[config.mk]
export PLATFORM = sky130hd
export DESIGN_NAME = mux_n_skid
export DESIGN_NICKNAME = d
export VERILOG_FILES = /design/src/rtl/mux_n_skid.sv
export SDC_FILE = /design/constraint.sdc
export NUM_CORES = 1
export LEC_CHECK = 0
export ABC_AREA = 1
export CORE_ASPECT_RATIO = 0.8
export CORE_UTILIZATION = 43
export DETAILED_ROUTE_END_ITERATION = 7
export GPL_TIMING_DRIVEN = 0
export MAX_ROUTING_LAYER = met4
export PLACE_DENSITY = 0.82
export SETUP_SLACK_MARGIN = 0.15
export SLEW_MARGIN = 20
export SYNTH_ARGS = -nofsm -noshare
export SYNTH_HDL_FRONTEND = slang
export SYNTH_SLANG_ARGS = --single-unit
[constraint.sdc]
create_clock -name clk -period 2.8 [get_ports clk]
set_input_delay 0.56 -clock clk [delete_from_list [all_inputs] [get_ports clk]]
set_output_delay 0.56 -clock clk [all_outputs]
set_load 0.05 [all_outputs]
[src/rtl/mux_n_skid.sv]
`default_nettype none
// ============================================================================
// Module      : mux_n_skid
// Description : N:1 datapath select feeding a 2-entry skid buffer with a
//               valid/ready handshake on both sides. An out-of-range select
//               produces the DEFVAL word tagged with an error bit and sets a
//               sticky error flag.
// Ports       : clk, reset (async, active-high)
//               d[N*WIDTH] / sel / in_valid / in_ready   - upstream side
//               out_data / out_err / out_valid / out_ready - downstream side
//               err_sticky / err_clr                       - error status
// Revision    : 1.0 - initial release
// ============================================================================
module mux_n_skid #(
    parameter int          WIDTH  = 32,
    parameter int          N      = 4,
    parameter int          SELW   = $clog2(N),
    parameter logic [31:0] DEFVAL = 32'h0
) (
    input  logic                 clk,
    input  logic                 reset,
    input  logic [N*WIDTH-1:0]   d,
    input  logic [SELW-1:0]      sel,
    input  logic                 in_valid,
    output logic                 in_ready,
    output logic [WIDTH-1:0]     out_data,
    output logic                 out_err,
    output logic                 out_valid,
    input  logic                 out_ready,
    output logic                 err_sticky,
    input  logic                 err_clr
);

    // Occupancy encoding of the two-entry buffer.
    localparam logic [1:0] c_cnt_empty = 2'd0;
    localparam logic [1:0] c_cnt_one   = 2'd1;
    localparam logic [1:0] c_cnt_full  = 2'd2;

    // One extra bit so the comparison against N is exact even when N == 2**SELW.
    localparam logic [SELW:0] c_sel_limit = N[SELW:0];

    logic [1:0]       count_q,     count_d;
    logic [WIDTH-1:0] head_data_q, head_data_d;
    logic             head_err_q,  head_err_d;
    logic [WIDTH-1:0] tail_data_q, tail_data_d;
    logic             tail_err_q,  tail_err_d;
    logic             err_sticky_q, err_sticky_d;

    logic [WIDTH-1:0] w_def;
    logic [WIDTH-1:0] w_sel_data;
    logic             w_bad_sel;
    logic [WIDTH-1:0] w_new_data;
    logic             w_push;
    logic             w_pop;

    // DEFVAL is 32 bits wide; fit it to WIDTH by truncation or zero-extension.
    generate
        if (WIDTH <= 32) begin : g_def_narrow
            assign w_def = DEFVAL[WIDTH-1:0];
        end else begin : g_def_wide
            assign w_def = {{(WIDTH-32){1'b0}}, DEFVAL};
        end
    endgenerate

    // Explicit compare-per-lane mux: an out-of-range sel never indexes past d.
    always_comb begin
        w_sel_data = '0;
        for (int i = 0; i < N; i++) begin
            if ({1'b0, sel} == i[SELW:0]) begin
                w_sel_data = d[i*WIDTH +: WIDTH];
            end
        end
    end

    assign w_bad_sel  = ({1'b0, sel} >= c_sel_limit);
    assign w_new_data = w_bad_sel ? w_def : w_sel_data;

    // in_ready comes only from registered occupancy, never from out_ready.
    assign in_ready  = (count_q != c_cnt_full);
    assign out_valid = (count_q != c_cnt_empty);
    assign w_push    = in_valid & in_ready;
    assign w_pop     = out_valid & out_ready;

    always_comb begin
        count_d     = count_q;
        head_data_d = head_data_q;
        head_err_d  = head_err_q;
        tail_data_d = tail_data_q;
        tail_err_d  = tail_err_q;
        case (count_q)
            c_cnt_empty: begin
                if (w_push) begin
                    head_data_d = w_new_data;
                    head_err_d  = w_bad_sel;
                    count_d     = c_cnt_one;
                end
            end
            c_cnt_one: begin
                if (w_push && w_pop) begin
                    // Head leaves and the new entry takes its place directly.
                    head_data_d = w_new_data;
                    head_err_d  = w_bad_sel;
                end else if (w_push) begin
                    tail_data_d = w_new_data;
                    tail_err_d  = w_bad_sel;
                    count_d     = c_cnt_full;
                end else if (w_pop) begin
                    // Head keeps the popped value; out_valid masks it.
                    count_d     = c_cnt_empty;
                end
            end
            c_cnt_full: begin
                // No push possible here since in_ready is low.
                if (w_pop) begin
                    head_data_d = tail_data_q;
                    head_err_d  = tail_err_q;
                    count_d     = c_cnt_one;
                end
            end
            default: begin
                count_d = c_cnt_empty;
            end
        endcase
    end

    // A bad push in the same cycle as a clear wins.
    assign err_sticky_d = (err_sticky_q & ~err_clr) | (w_push & w_bad_sel);

    always_ff @(posedge clk or posedge reset) begin
        if (reset) begin
            count_q      <= c_cnt_empty;
            head_data_q  <= '0;
            head_err_q   <= 1'b0;
            tail_data_q  <= '0;
            tail_err_q   <= 1'b0;
            err_sticky_q <= 1'b0;
        end else begin
            count_q      <= count_d;
            head_data_q  <= head_data_d;
            head_err_q   <= head_err_d;
            tail_data_q  <= tail_data_d;
            tail_err_q   <= tail_err_d;
            err_sticky_q <= err_sticky_d;
        end
    end

    assign out_data   = head_data_q;
    assign out_err    = head_err_q;
    assign err_sticky = err_sticky_q;

endmodule
`default_nettype wire

# Word level (Yosys, flattened, before mapping)

Index checks and enable logic that the tools add are counted.

Register bits after elaboration: 68
Bits in latches: 0
RAM bits: 0
Bits in read-only memories: 0
Bits of input ports: 135
Memories kept: 0

Add/subtract/negate cells: 0
$mul: 0
Divide/modulo/power cells: 0
Order comparisons: 0
Equality and inequality tests: 11
Shift-type cells: 0
Multiplexer cells: 18
Bitwise logic cells: 5
Reductions and logical operators: 8

Operators by type and width:

| cell                 | number |
|---|---|
| $mux W32             | 7 |
| $pmux W32 S3         | 1 |
| $mux W2              | 5 |
| $ne A2 B2 Y1 const B | 5 |
| $reduce_and A4 Y1    | 2 |
| $eq A2 B2 Y1 const B | 3 |
| $pmux W2 S3          | 1 |
| $eq A2 B1 Y1 const B | 2 |
| $logic_not A2 Y1     | 2 |
| $and A1 B1 Y1        | 3 |
| $mux W1              | 3 |
| $ne A3 B3 Y1 const B | 1 |
| $pmux W1 S3          | 1 |
| $reduce_and A3 Y1    | 1 |
| $reduce_bool A3 Y1   | 1 |
| $not A1 Y1           | 2 |
| $reduce_bool A2 Y1   | 1 |
| $logic_and A1 B1 Y1  | 1 |

# Longest topological paths before layout

Depth in word-level cells: 7
Gate-level depth with buffers: 9
Depth with buffers taken out: 7

# Least setup slack after synthesis

No wires, ideal clock.

Path kind: register to output
Start point: register count_q[1]
End point: output port in_ready
Arrival time: 1.302 ns
Setup slack: 0.938 ns
Stages on the path, launching flop included: 4
Buffers on the path: 2
Cell sequence: dfrtp_1 nand2_1 buf_2 buf_1

Cells in the longest elaborated chain, start to end: 1

Ends and longest elaborated chain:

| what                   | line | RTL |
|---|---|---|
| from (decl)            | 42   | `logic [1:0] count_q, count_d;` |
| from (signal assigned) | 131  | `count_q <= c_cnt_empty;` |
| from (signal assigned) | 138  | `count_q <= count_d;` |
| $ne A2 B2 Y1           | 79   | `assign in_ready = (count_q != c_cnt_full);` |
| to (decl)              | 25   | `output logic in_ready,` |

Every way passes these cells.

# Worst setup path after layout

Same ends and word-level chain as after synthesis.

==> flow_metrics.py <==
metrics = {
    "logic_synthesis": {
        "synth.top_cells.by_area": "dfrtp_1, nand2_1, nand3_1",
        "ys_seq_area_frac": 0.433,
        "yosysTopAreaCell": "dfrtp_1",
        "syn-num-nets": 710,
        "ys.warnings.count": 0,
        "synth_top_area_share": 0.433,
        "synth_seq_cells": 67,
        "synth_area_per_cell_sq_um": 6.73,
        "synth_area_sq_um": 3870,
        "ys_types": 18,
        "postSynthCellCount": 575,
    },
    "global_routing": {
        "grt_max_degree": 43,
        "grt_pass1_vias": 4526,
        "grt_overflow": 0,
        "grt_pass1_wl_mm": 21.3,
        "antenna_found_initial": 0,
        "grtUsageTotal": 0.310,
    },
    "timing": {
        "hold_slack_ns": 0.480,
        "finalWorstSetupSlack_ns": 0.491,
        "worstMarginPinSlew_ns": 0.612,
        "final_max_slew_viol_count": 0,
        "fin_crit_sh": 0.825,
        "slew_headroom": 0.592,
        "rsz0062_at_grt": "false",
        "setup_violations": 0,
        "hold_violations": 0,
        "fmax_mhz": 433,
        "fin_skew_ns": 0.00694,
        "period_minus_slack_ns": 2.31,
    },
    "placed_design": {
        "dp.cells": 857,
        "dp_hpwl_mm": 10.1,
        "gp_congestion": 0.917,
        "io_buffers": 169,
        "place_ws_ns": 0.0875,
        "placed_area_sq_um": 5720,
    },
    "drt": {
        "drcViolationCount": 0,
        "drt_iter0_markers": 257,
        "vias": 4486,
        "viasPerCell": 5.15,
        "wire_per_inst_um": 15.5,
        "first_pass_iters": 4,
        "routed_wl_mm": 13.5,
        "ant_nets": 0,
    },
    "cts": {
        "cts_buffers": 9,
        "cts_tree": "yes",
        "cts_sinks": 67,
        "clk_pin_slew_ns": 0.07,
        "h-tree-depth": 3,
        "clk-insertion-delay-late_ns": 0.35,
        "cts-root-buf": "clkbuf_8",
        "cts_max_path_buffers": 2,
    },
    "floorplanning": {
        "ios": 171,
        "coreArea_sq_um": 8600,
        "num_rows": 30,
        "start_util": 0.450,
        "die_h_um": 86.8,
        "die-area_sq_um": 9380,
        "die_x_um": 108,
    },
    "pwr": {
        "power_mw": 4.51,
        "p_sw_frac": 0.426,
        "power_frac_seq": 0.350,
        "ir_drop_uv": 381,
        "comb_power_share": 0.469,
        "p_int_mw": 2.59,
        "p_switching_mw": 1.92,
        "powerDensity_nw_per_um2": 762,
        "p_leak_nw": 2.85,
        "pwr-share-clk": 0.181,
    },
    "final_layout": {
        "fin_nets": 890,
        "syn_to_final_growth_pct": 52.9,
        "layout_common_cells": "nand2_1, clkdlybuf4s50_1, nor2_1, dfrtp_1, nand3_1",
        "drive_above_1_share": 0.0461,
        "antenna_cells": 0,
        "final_area_sq_um": 5910,
        "final_common_cell": "nand2_1",
        "finalNonFillerCells": 871,
    },
    "setup_path": {
        "slowest_delay_ns": 0.44,
        "cp.required_ns": 2.24,
        "slowest_stage": "clkdlybuf4s15_2",
        "path_class": "register to output pin",
        "path_cells": "nand2_1, buf_2, clkdlybuf4s15_2",
        "critPathCaptureType": "output pin",
        "crit_fanout": 19,
        "cp.arrival_ns": 1.75,
        "cp-start-kind": "register",
    },
    "run": {
        "max-cap-violations": 0,
    },
    "hold_path": {
        "hold_class": "register to register",
    },
    "status": {
        "status": "finished, final reports clean",
    },
}
state kept, by name, summed over array words and instances, names as in the netlist:
signal,cells
tail_data_q,32
err_sticky,1
out_data,32
count_q,2
stage by stage:
stage	util	setup TNS, ns
finish	0.688	0
global route	0.688	0
CTS	0.689	0
detailed placement	0.666	0
global placement	0.663	-40.55
floorplan	-	0
layout make-up:
type                            instances  area [sq um]
Multi-Input combinational cell        461          1980
Inverter                                7          28.8
Clock inverter                          2          35.0
Fill cell                             747          2680
Timing Repair Buffer                  170          1710
Clock buffer                           13           159
Buffer                                 39           181
Tap cell                              112           140
Sequential cell                        67          1680
synthesized netlist by cell type:
| cell | instances |
|---|---|
| clkbuf_1 | 22 |
| inv_1 | 6 |
| buf_2 | 13 |
| o31ai_1 | 1 |
| buf_6 | 2 |
| nor2_1 | 67 |
| conb_1 | 1 |
| or2_1 | 15 |
| buf_1 | 2 |
| or2_2 | 2 |
| buf_4 | 1 |
| dfrtp_1 | 67 |
| nand2_1 | 228 |
| inv_2 | 1 |
| o21ai_1 | 16 |
| nand3_1 | 65 |
| or2_0 | 16 |
| o21ai_0 | 50 |
kinds of logic after synthesis:
group / after synthesis / synth area share
AO/OA/AOI/OAI: 67 / 0.0873
buffers and inverters: 47 / 0.0547
flip-flops: 67 / 0.433
other: 1 / 0.000969
AND/OR/NAND/NOR: 393 / 0.424
what timing repair did:
action	in CTS	in global routing
setup buffers	0	0
pin swaps	0	0
endpoints found under the setup margin	1	1
endpoints found under the hold margin	0	0
resized for setup	3	0
hold buffers	0	0
power by group through the flow:
stage | sequential [mW] | combinational [mW] | clock [mW]
after floorplan | 2.21 | 0.659 | 0
after global placement | 1.56 | 2.07 | 0
after detailed placement | 1.59 | 2.11 | 0
after CTS | 1.57 | 2.12 | 0.822
after global routing | 1.62 | 2.28 | 0.863
final | 1.58 | 2.11 | 0.815
final timing paths:
kind / startpoint / endpoint / slack, ns / cells past startpoint
worst max-delay path: count_q[1] / in_ready / 0.49 / 3
worst min-delay path: out_data[19] / out_data[19] / 0.48 / 2
worst max register to register: count_q[1] / out_data[25] / 0.94 / 7
worst min register to register: out_data[19] / out_data[19] / 0.48 / 2
max in group asynchronous: reset / out_data[10] / 1.73 / 3
min in group asynchronous: reset / out_data[27] / 0.53 / 2
per-layer routing:
layer  up-vias  GRT usage  part of all wire
met3        37     0.0752             0.095
met4         0      0.120             0.027
met1      2034      0.362              0.41
met2       235      0.516              0.47
li1       2180          -                 -
met5         -          -                 0
critical path: cells and delay by family, from the launching register on:
family / cells / cell delay (ns)
simple gates: 1 / 0.15
flops: 1 / 0.42
buf+inv: 2 / 0.83
No activity file was read; power rests on OpenSTA's default activity.
